## src/rtl/imm_gen_queue.sv

```systemverilog
// imm_gen_queue: RV immediate/offset decode feeding a DEPTH-entry FIFO.
// Fetch pushes raw instructions; each is decoded on the way in. Execute pops
// decoded imm/offset/target/format entries from the head.
// Optional feature macro: IMM_GEN_ILLEGAL_EN stores a per-entry illegal-opcode
// flag; without it out_illegal is tied low and no flag storage exists.

module imm_gen_queue #(
   parameter int XLEN  = 32,
   parameter int DEPTH = 2
) (
   input  logic                     clk,
   input  logic                     rst_n,
   input  logic                     flush,
   input  logic                     in_valid,
   output logic                     in_ready,
   input  logic [31:0]              in_instr,
   input  logic [XLEN-1:0]          in_pc,
   output logic                     out_valid,
   input  logic                     out_ready,
   output logic [XLEN-1:0]          out_imm,
   output logic [XLEN-1:0]          out_offset,
   output logic [XLEN-1:0]          out_target,
   output logic [2:0]               out_fmt,
   output logic                     out_illegal,
   output logic [$clog2(DEPTH):0]   count
);

   localparam int PW = $clog2(DEPTH);
   localparam logic [PW:0] FULL = (PW+1)'(DEPTH);

   // Sign-extend a 32-bit pattern to the datapath width.
   function automatic logic [XLEN-1:0] sext(input logic [31:0] v);
      return XLEN'(signed'(v));
   endfunction

   // Zero-extend a 32-bit pattern to the datapath width.
   function automatic logic [XLEN-1:0] zext(input logic [31:0] v);
      return XLEN'(v);
   endfunction

   logic [31:0] u_val;
   logic [31:0] j_val;
   logic [31:0] b_val;
   logic [31:0] i_val;
   logic [31:0] s_val;
   logic [31:0] sh_val;

   // Raw immediate layouts for every format, already widened to 32 bits.
   assign u_val  = {in_instr[31:12], 12'b0};
   assign j_val  = {{11{in_instr[31]}}, in_instr[31], in_instr[19:12], in_instr[20], in_instr[30:21], 1'b0};
   assign b_val  = {{19{in_instr[31]}}, in_instr[31], in_instr[7], in_instr[30:25], in_instr[11:8], 1'b0};
   assign i_val  = {{20{in_instr[31]}}, in_instr[31:20]};
   assign s_val  = {{20{in_instr[31]}}, in_instr[31:25], in_instr[11:7]};
   assign sh_val = (XLEN == 64) ? {26'b0, in_instr[25:20]} : {27'b0, in_instr[24:20]};

   logic [XLEN-1:0] dec_imm;
   logic [XLEN-1:0] dec_offset;
   logic [XLEN-1:0] dec_target;
   logic [2:0]      dec_fmt;
`ifdef IMM_GEN_ILLEGAL_EN
   logic            dec_illegal;
`endif

   // Opcode-driven decode of the incoming instruction; unlisted fields stay 0.
   always_comb begin
      dec_imm    = '0;
      dec_offset = '0;
      dec_target = '0;
      dec_fmt    = 3'd0;
`ifdef IMM_GEN_ILLEGAL_EN
      dec_illegal = 1'b0;
`endif
      case (in_instr[6:0])
         7'b0110111: begin
            dec_fmt = 3'd1;
            dec_imm = sext(u_val);
         end
         7'b0010111: begin
            dec_fmt    = 3'd2;
            dec_offset = sext(u_val);
            dec_target = in_pc + sext(u_val);
         end
         7'b1101111: begin
            dec_fmt    = 3'd3;
            dec_offset = sext(j_val);
            dec_target = in_pc + sext(j_val);
         end
         7'b1100111: begin
            dec_fmt    = 3'd4;
            dec_offset = sext(i_val);
         end
         7'b1100011: begin
            dec_fmt    = 3'd5;
            dec_offset = sext(b_val);
            dec_target = in_pc + sext(b_val);
         end
         7'b0000011: begin
            dec_fmt    = 3'd6;
            dec_offset = sext(i_val);
         end
         7'b0100011: begin
            dec_fmt    = 3'd6;
            dec_offset = sext(s_val);
         end
         7'b0010011: begin
            dec_fmt = 3'd7;
            if (in_instr[13:12] == 2'b01)
               dec_imm = zext(sh_val);
            else
               dec_imm = sext(i_val);
         end
         default: begin
`ifdef IMM_GEN_ILLEGAL_EN
            dec_illegal = 1'b1;
`endif
         end
      endcase
   end

   logic [XLEN-1:0] imm_mem    [DEPTH];
   logic [XLEN-1:0] offset_mem [DEPTH];
   logic [XLEN-1:0] target_mem [DEPTH];
   logic [2:0]      fmt_mem    [DEPTH];
`ifdef IMM_GEN_ILLEGAL_EN
   logic            ill_mem    [DEPTH];
`endif

   logic [PW-1:0] wr_ptr;
   logic [PW-1:0] rd_ptr;
   logic          push;
   logic          pop;

   assign in_ready  = (count < FULL) & ~flush;
   assign out_valid = (count != '0);
   assign push      = in_valid & in_ready;
   assign pop       = out_valid & out_ready;

   // Payload storage; no reset needed because outputs are masked when empty.
   always_ff @(posedge clk) begin
      if (push) begin
         imm_mem[wr_ptr]    <= dec_imm;
         offset_mem[wr_ptr] <= dec_offset;
         target_mem[wr_ptr] <= dec_target;
         fmt_mem[wr_ptr]    <= dec_fmt;
`ifdef IMM_GEN_ILLEGAL_EN
         ill_mem[wr_ptr]    <= dec_illegal;
`endif
      end
   end

   // Pointer and occupancy bookkeeping; flush discards everything including a same-cycle pop.
   always_ff @(posedge clk or negedge rst_n) begin
      if (!rst_n) begin
         wr_ptr <= '0;
         rd_ptr <= '0;
         count  <= '0;
      end else if (flush) begin
         wr_ptr <= '0;
         rd_ptr <= '0;
         count  <= '0;
      end else begin
         if (push)
            wr_ptr <= wr_ptr + 1'b1;
         if (pop)
            rd_ptr <= rd_ptr + 1'b1;
         if (push && !pop)
            count <= count + 1'b1;
         else if (pop && !push)
            count <= count - 1'b1;
      end
   end

   assign out_imm    = out_valid ? imm_mem[rd_ptr]    : '0;
   assign out_offset = out_valid ? offset_mem[rd_ptr] : '0;
   assign out_target = out_valid ? target_mem[rd_ptr] : '0;
   assign out_fmt    = out_valid ? fmt_mem[rd_ptr]    : 3'd0;
`ifdef IMM_GEN_ILLEGAL_EN
   assign out_illegal = out_valid & ill_mem[rd_ptr];
`else
   assign out_illegal = 1'b0;
`endif

endmodule
```

## config.mk

```make
export PLATFORM = sky130hd
export DESIGN_NAME = imm_gen_queue
export DESIGN_NICKNAME = d
export VERILOG_FILES = /design/src/rtl/imm_gen_queue.sv
export SDC_FILE = /design/constraint.sdc
export NUM_CORES = 1
export LEC_CHECK = 0
export BUFFER_PORTS_ARGS = -buffer_cell sky130_fd_sc_hd__buf_4
export CAP_MARGIN = 10
export CORE_ASPECT_RATIO = 0.9
export CORE_MARGIN = 3
export CORE_UTILIZATION = 30
export DETAILED_ROUTE_END_ITERATION = 16
export GPL_TIMING_DRIVEN = 0
export SETUP_SLACK_MARGIN = 0.05
export SYNTH_ARGS = -nofsm -noshare
export SYNTH_HDL_FRONTEND = slang
export SYNTH_SLANG_ARGS = --single-unit
```

## constraint.sdc

```tcl
create_clock -name clk -period 9.9 [get_ports clk]
set_input_delay 0.495 -clock clk [delete_from_list [all_inputs] [get_ports clk]]
set_output_delay 0.495 -clock clk [all_outputs]
set_load 0.1 [all_outputs]
```

==> results.json <==
{
  "outcome": "completed",
  "io_pins": 173,
  "final_common_cell": "edfxtp_1",
  "cts_tree": "built",
  "synth_top_area_frac": 0.530,
  "seqPwrFrac": 0.386,
  "grt_pass1_wl_um": 48900,
  "drc": 0,
  "rsz0062_at_grt": "false",
  "hold_depth": 2,
  "num-nets-final": 1297,
  "place_ws_ns": 4.25,
  "async_flop_share": 0.0198,
  "placementRows": 66,
  "drv_slew": 0,
  "synth_ff_type": "edfxtp_1",
  "cp_cell_sequence": "buf_4 -> nand2_1 -> or2_2 -> clkbuf_1 -> nor4_1 -> nand2_1 -> clkbuf_1 -> mux2_2 -> fa_1 -> a32oi_1 -> a21oi_1 -> a211oi_1 -> nand3_1 -> a31oi_1 -> o31ai_1 -> xnor2_1 -> o22ai_1",
  "numCtsBuffers": 22,
  "layout_min_cycle_time_ns": 5.25,
  "p_int_mw": 1.67,
  "synth-edff-count": 198,
  "mappedNetlistNets": 1099,
  "comb_power_share": 0.275,
  "place_congestion": 0.863,
  "core-area_um2": 36500,
  "switchingPower_uw": 853,
  "yosysWarnings": 0,
  "fin_skew_ns": 0.0140,
  "routedWlPerCell_um": 20.1,
  "synth_area_um2": 11200,
  "clockPowerShare": 0.340,
  "first_pass_iters": 6,
  "postCtsSetupBuffers": 0,
  "crit_family": "compound AO/OA/AOI/OAI gates",
  "clk_pin_slew_ns": 0.07,
  "slowest_delay_ns": 0.84,
  "grt_max_degree": 54,
  "final_cell_mix": "edfxtp_1 (198), buf_4 (169), nor2_1 (141)",
  "cp_max_fo": 10,
  "ys_types": 58,
  "clkSinkCount": 202,
  "routed_wl_um": 33500,
  "start_kind": "input port",
  "area_delta_synth_final_pct": 24.4,
  "switching_share": 0.339,
  "antenna_found_initial": 3,
  "synthCells": 976,
  "hold_viol": 0,
  "cts.htree.levels": 1,
  "worstSetupPathType": "input port to flop",
  "io_buffers": 168,
  "place_hpwl_um": 25500,
  "hold_path.class": "input port to flop",
  "arrival_ns": 5.50,
  "leakagePower_nw": 5.74,
  "die_area_um2": 39800,
  "relSlewSlack": 0.288,
  "drtAntennaViolNets": 0,
  "synth_area_per_cell_um2": 11.5,
  "fmax_mhz": 190,
  "min_period_over_period": 0.531,
  "critPathBufInv": 3,
  "grt_usage": 0.161,
  "tightest_slew_ns": 1.06,
  "via_per_inst": 5.10,
  "final.setup.tns_ns": 0,
  "instances_no_fill": 1665,
  "crit_slowest_cell": "nor4_1",
  "synthTopCellsByArea": "edfxtp_1 (53%), mux2i_1 (9.0%), ha_1 (5.8%)",
  "vias": 8488,
  "reg2regPathDepth": 6,
  "diodes": 0,
  "maxCapViolCount": 0,
  "fin_ws_ns": 4.65,
  "cp_num_cells": 17,
  "layout-drive-gt1-share": 0.188,
  "ir_worst_vdd_mv": 0.102,
  "synth_seq_cells": 202,
  "end_kind": "flop",
  "dr.first_iter.drc_count": 580,
  "die_h_um": 189,
  "synth_largest_area_cell": "edfxtp_1",
  "cp.required_ns": 10.14,
  "root_buffer": "clkbuf_16",
  "grt_pass1_vias": 8265,
  "overflow": 0,
  "clk_latency_ns": 0.52,
  "p_per_area_nw_per_um2": 180,
  "cts_buffer_depth": 3,
  "setup_viol": 0,
  "start_util": 0.307,
  "yosysSeqAreaShare": 0.539,
  "die_width_um": 210,
  "fillers": 3549,
  "dp_cells": 1625
}
-- registers in the layout, indices dropped and copies added, names as in the netlist --
signal / cells
count: 2
fmt_mem: 6
imm_mem: 64
offset_mem: 64
rd_ptr: 1
target_mem: 64
wr_ptr: 1
-- cells in the mapped netlist (3+ instances only) --
master and number:
edfxtp_1 198, clkbuf_1 34, inv_1 14, buf_1 10, ha_1 52, o211ai_1 3, o21a_1 9, mux2i_1 101
dfrtp_1 4, nor3_1 14, a211oi_1 9, nor2_1 143, nand2_1 41, a21boi_0 3, and2_1 23, a31oi_1 9
nand3_1 21, nor2b_1 5, o22ai_1 14, nand2b_1 5, a21oi_1 41, and3_1 9, xor2_1 17, xnor2_1 27
nand4_1 7, o21bai_1 5, o31ai_1 4, o21ai_0 40, mux2_2 4, a21o_1 67, a22o_1 8
-- worst register-to-register path, delay by kind of cell (launching register included) --
kind / cells / cell delay (ns)
buf+inv: 3 / 0.73
flops: 1 / 0.44
simple gates: 3 / 1.01
-- layer usage --
metal  part of all wire  vias up  global-route usage
met5             0.0012        -                   0
met4              0.017        6              0.0281
met3              0.062       46              0.0330
met2               0.47      249               0.267
met1               0.45     4120               0.221
li1                   -     4067                   -
-- power by group through the flow --
stage          clock (mW)  sequential, mW  combinational [mW]
5_1_grt             0.910           0.973               0.732
3_5_place_dp            0           0.989               0.692
2_1_floorplan           0           0.996               0.510
4_1_cts             0.871           0.971               0.695
6_report            0.855           0.971               0.693
3_3_place_gp            0           0.996               0.682
-- through the flow --
stage | instance area, um^2 | total power, mW | utilization | hold slack, ns
2_1_floorplan | 11200 | 1.51 | - | 0.199
3_3_place_gp | 13100 | 1.68 | 0.358 | 0.294
5_1_grt | 14000 | 2.62 | 0.382 | 0.158
3_5_place_dp | 13200 | 1.68 | 0.361 | 0.295
6_report | 14000 | 2.52 | 0.382 | 0.173
4_1_cts | 14000 | 2.54 | 0.382 | 0.153
-- kinds of logic after synthesis --
group	count (synthesis)	synth area share
AND/OR/NAND/NOR	278	0.111
AO/OA/AOI/OAI	233	0.140
flip-flops	202	0.539
multiplexers	105	0.0941
buffers and inverters	59	0.0201
adder cells (fa/ha/maj)	54	0.0615
XOR/XNOR	44	0.0343
other	1	0.000334
-- path summary, 6_finish.rpt --
| check | startpoint | endpoint | slack, ns |
|---|---|---|---|
| worst max-delay path | in_instr[1] | target_mem[0][29] | 4.65 |
| worst min register to register | wr_ptr | wr_ptr | 0.63 |
| min in group asynchronous | rst_n | count[1] | 0.32 |
| max in group asynchronous | rst_n | rd_ptr | 9.49 |
| worst max register to register | count[1] | target_mem[0][18] | 7.39 |
| worst min-delay path | flush | wr_ptr | 0.17 |
-- timing repair --
| item | 4_1_cts | 5_1_grt |
|---|---|---|
| setup endpoints to repair | 0 | 0 |
| endpoints found under the hold margin | 4 | 0 |
| hold buffers | 1 | 0 |
| resized for setup | 0 | 0 |
-- cell type report --
| cell class | instances | area, um^2 | area share |
|---|---|---|---|
| plain buffers | 45 | 173 | 0.0124 |
| clock buffers | 23 | 554 | 0.0397 |
| clock inverters | 16 | 198 | 0.0142 |
| inverters | 14 | 52.6 | 0.00377 |
| multi-input cells | 715 | 4970 | 0.356 |
| flip-flops and latches | 202 | 6050 | 0.433 |
| well taps | 476 | 596 | 0.0427 |
| repair buffers | 174 | 1370 | 0.0983 |
(Power assumes the default switching activity.)
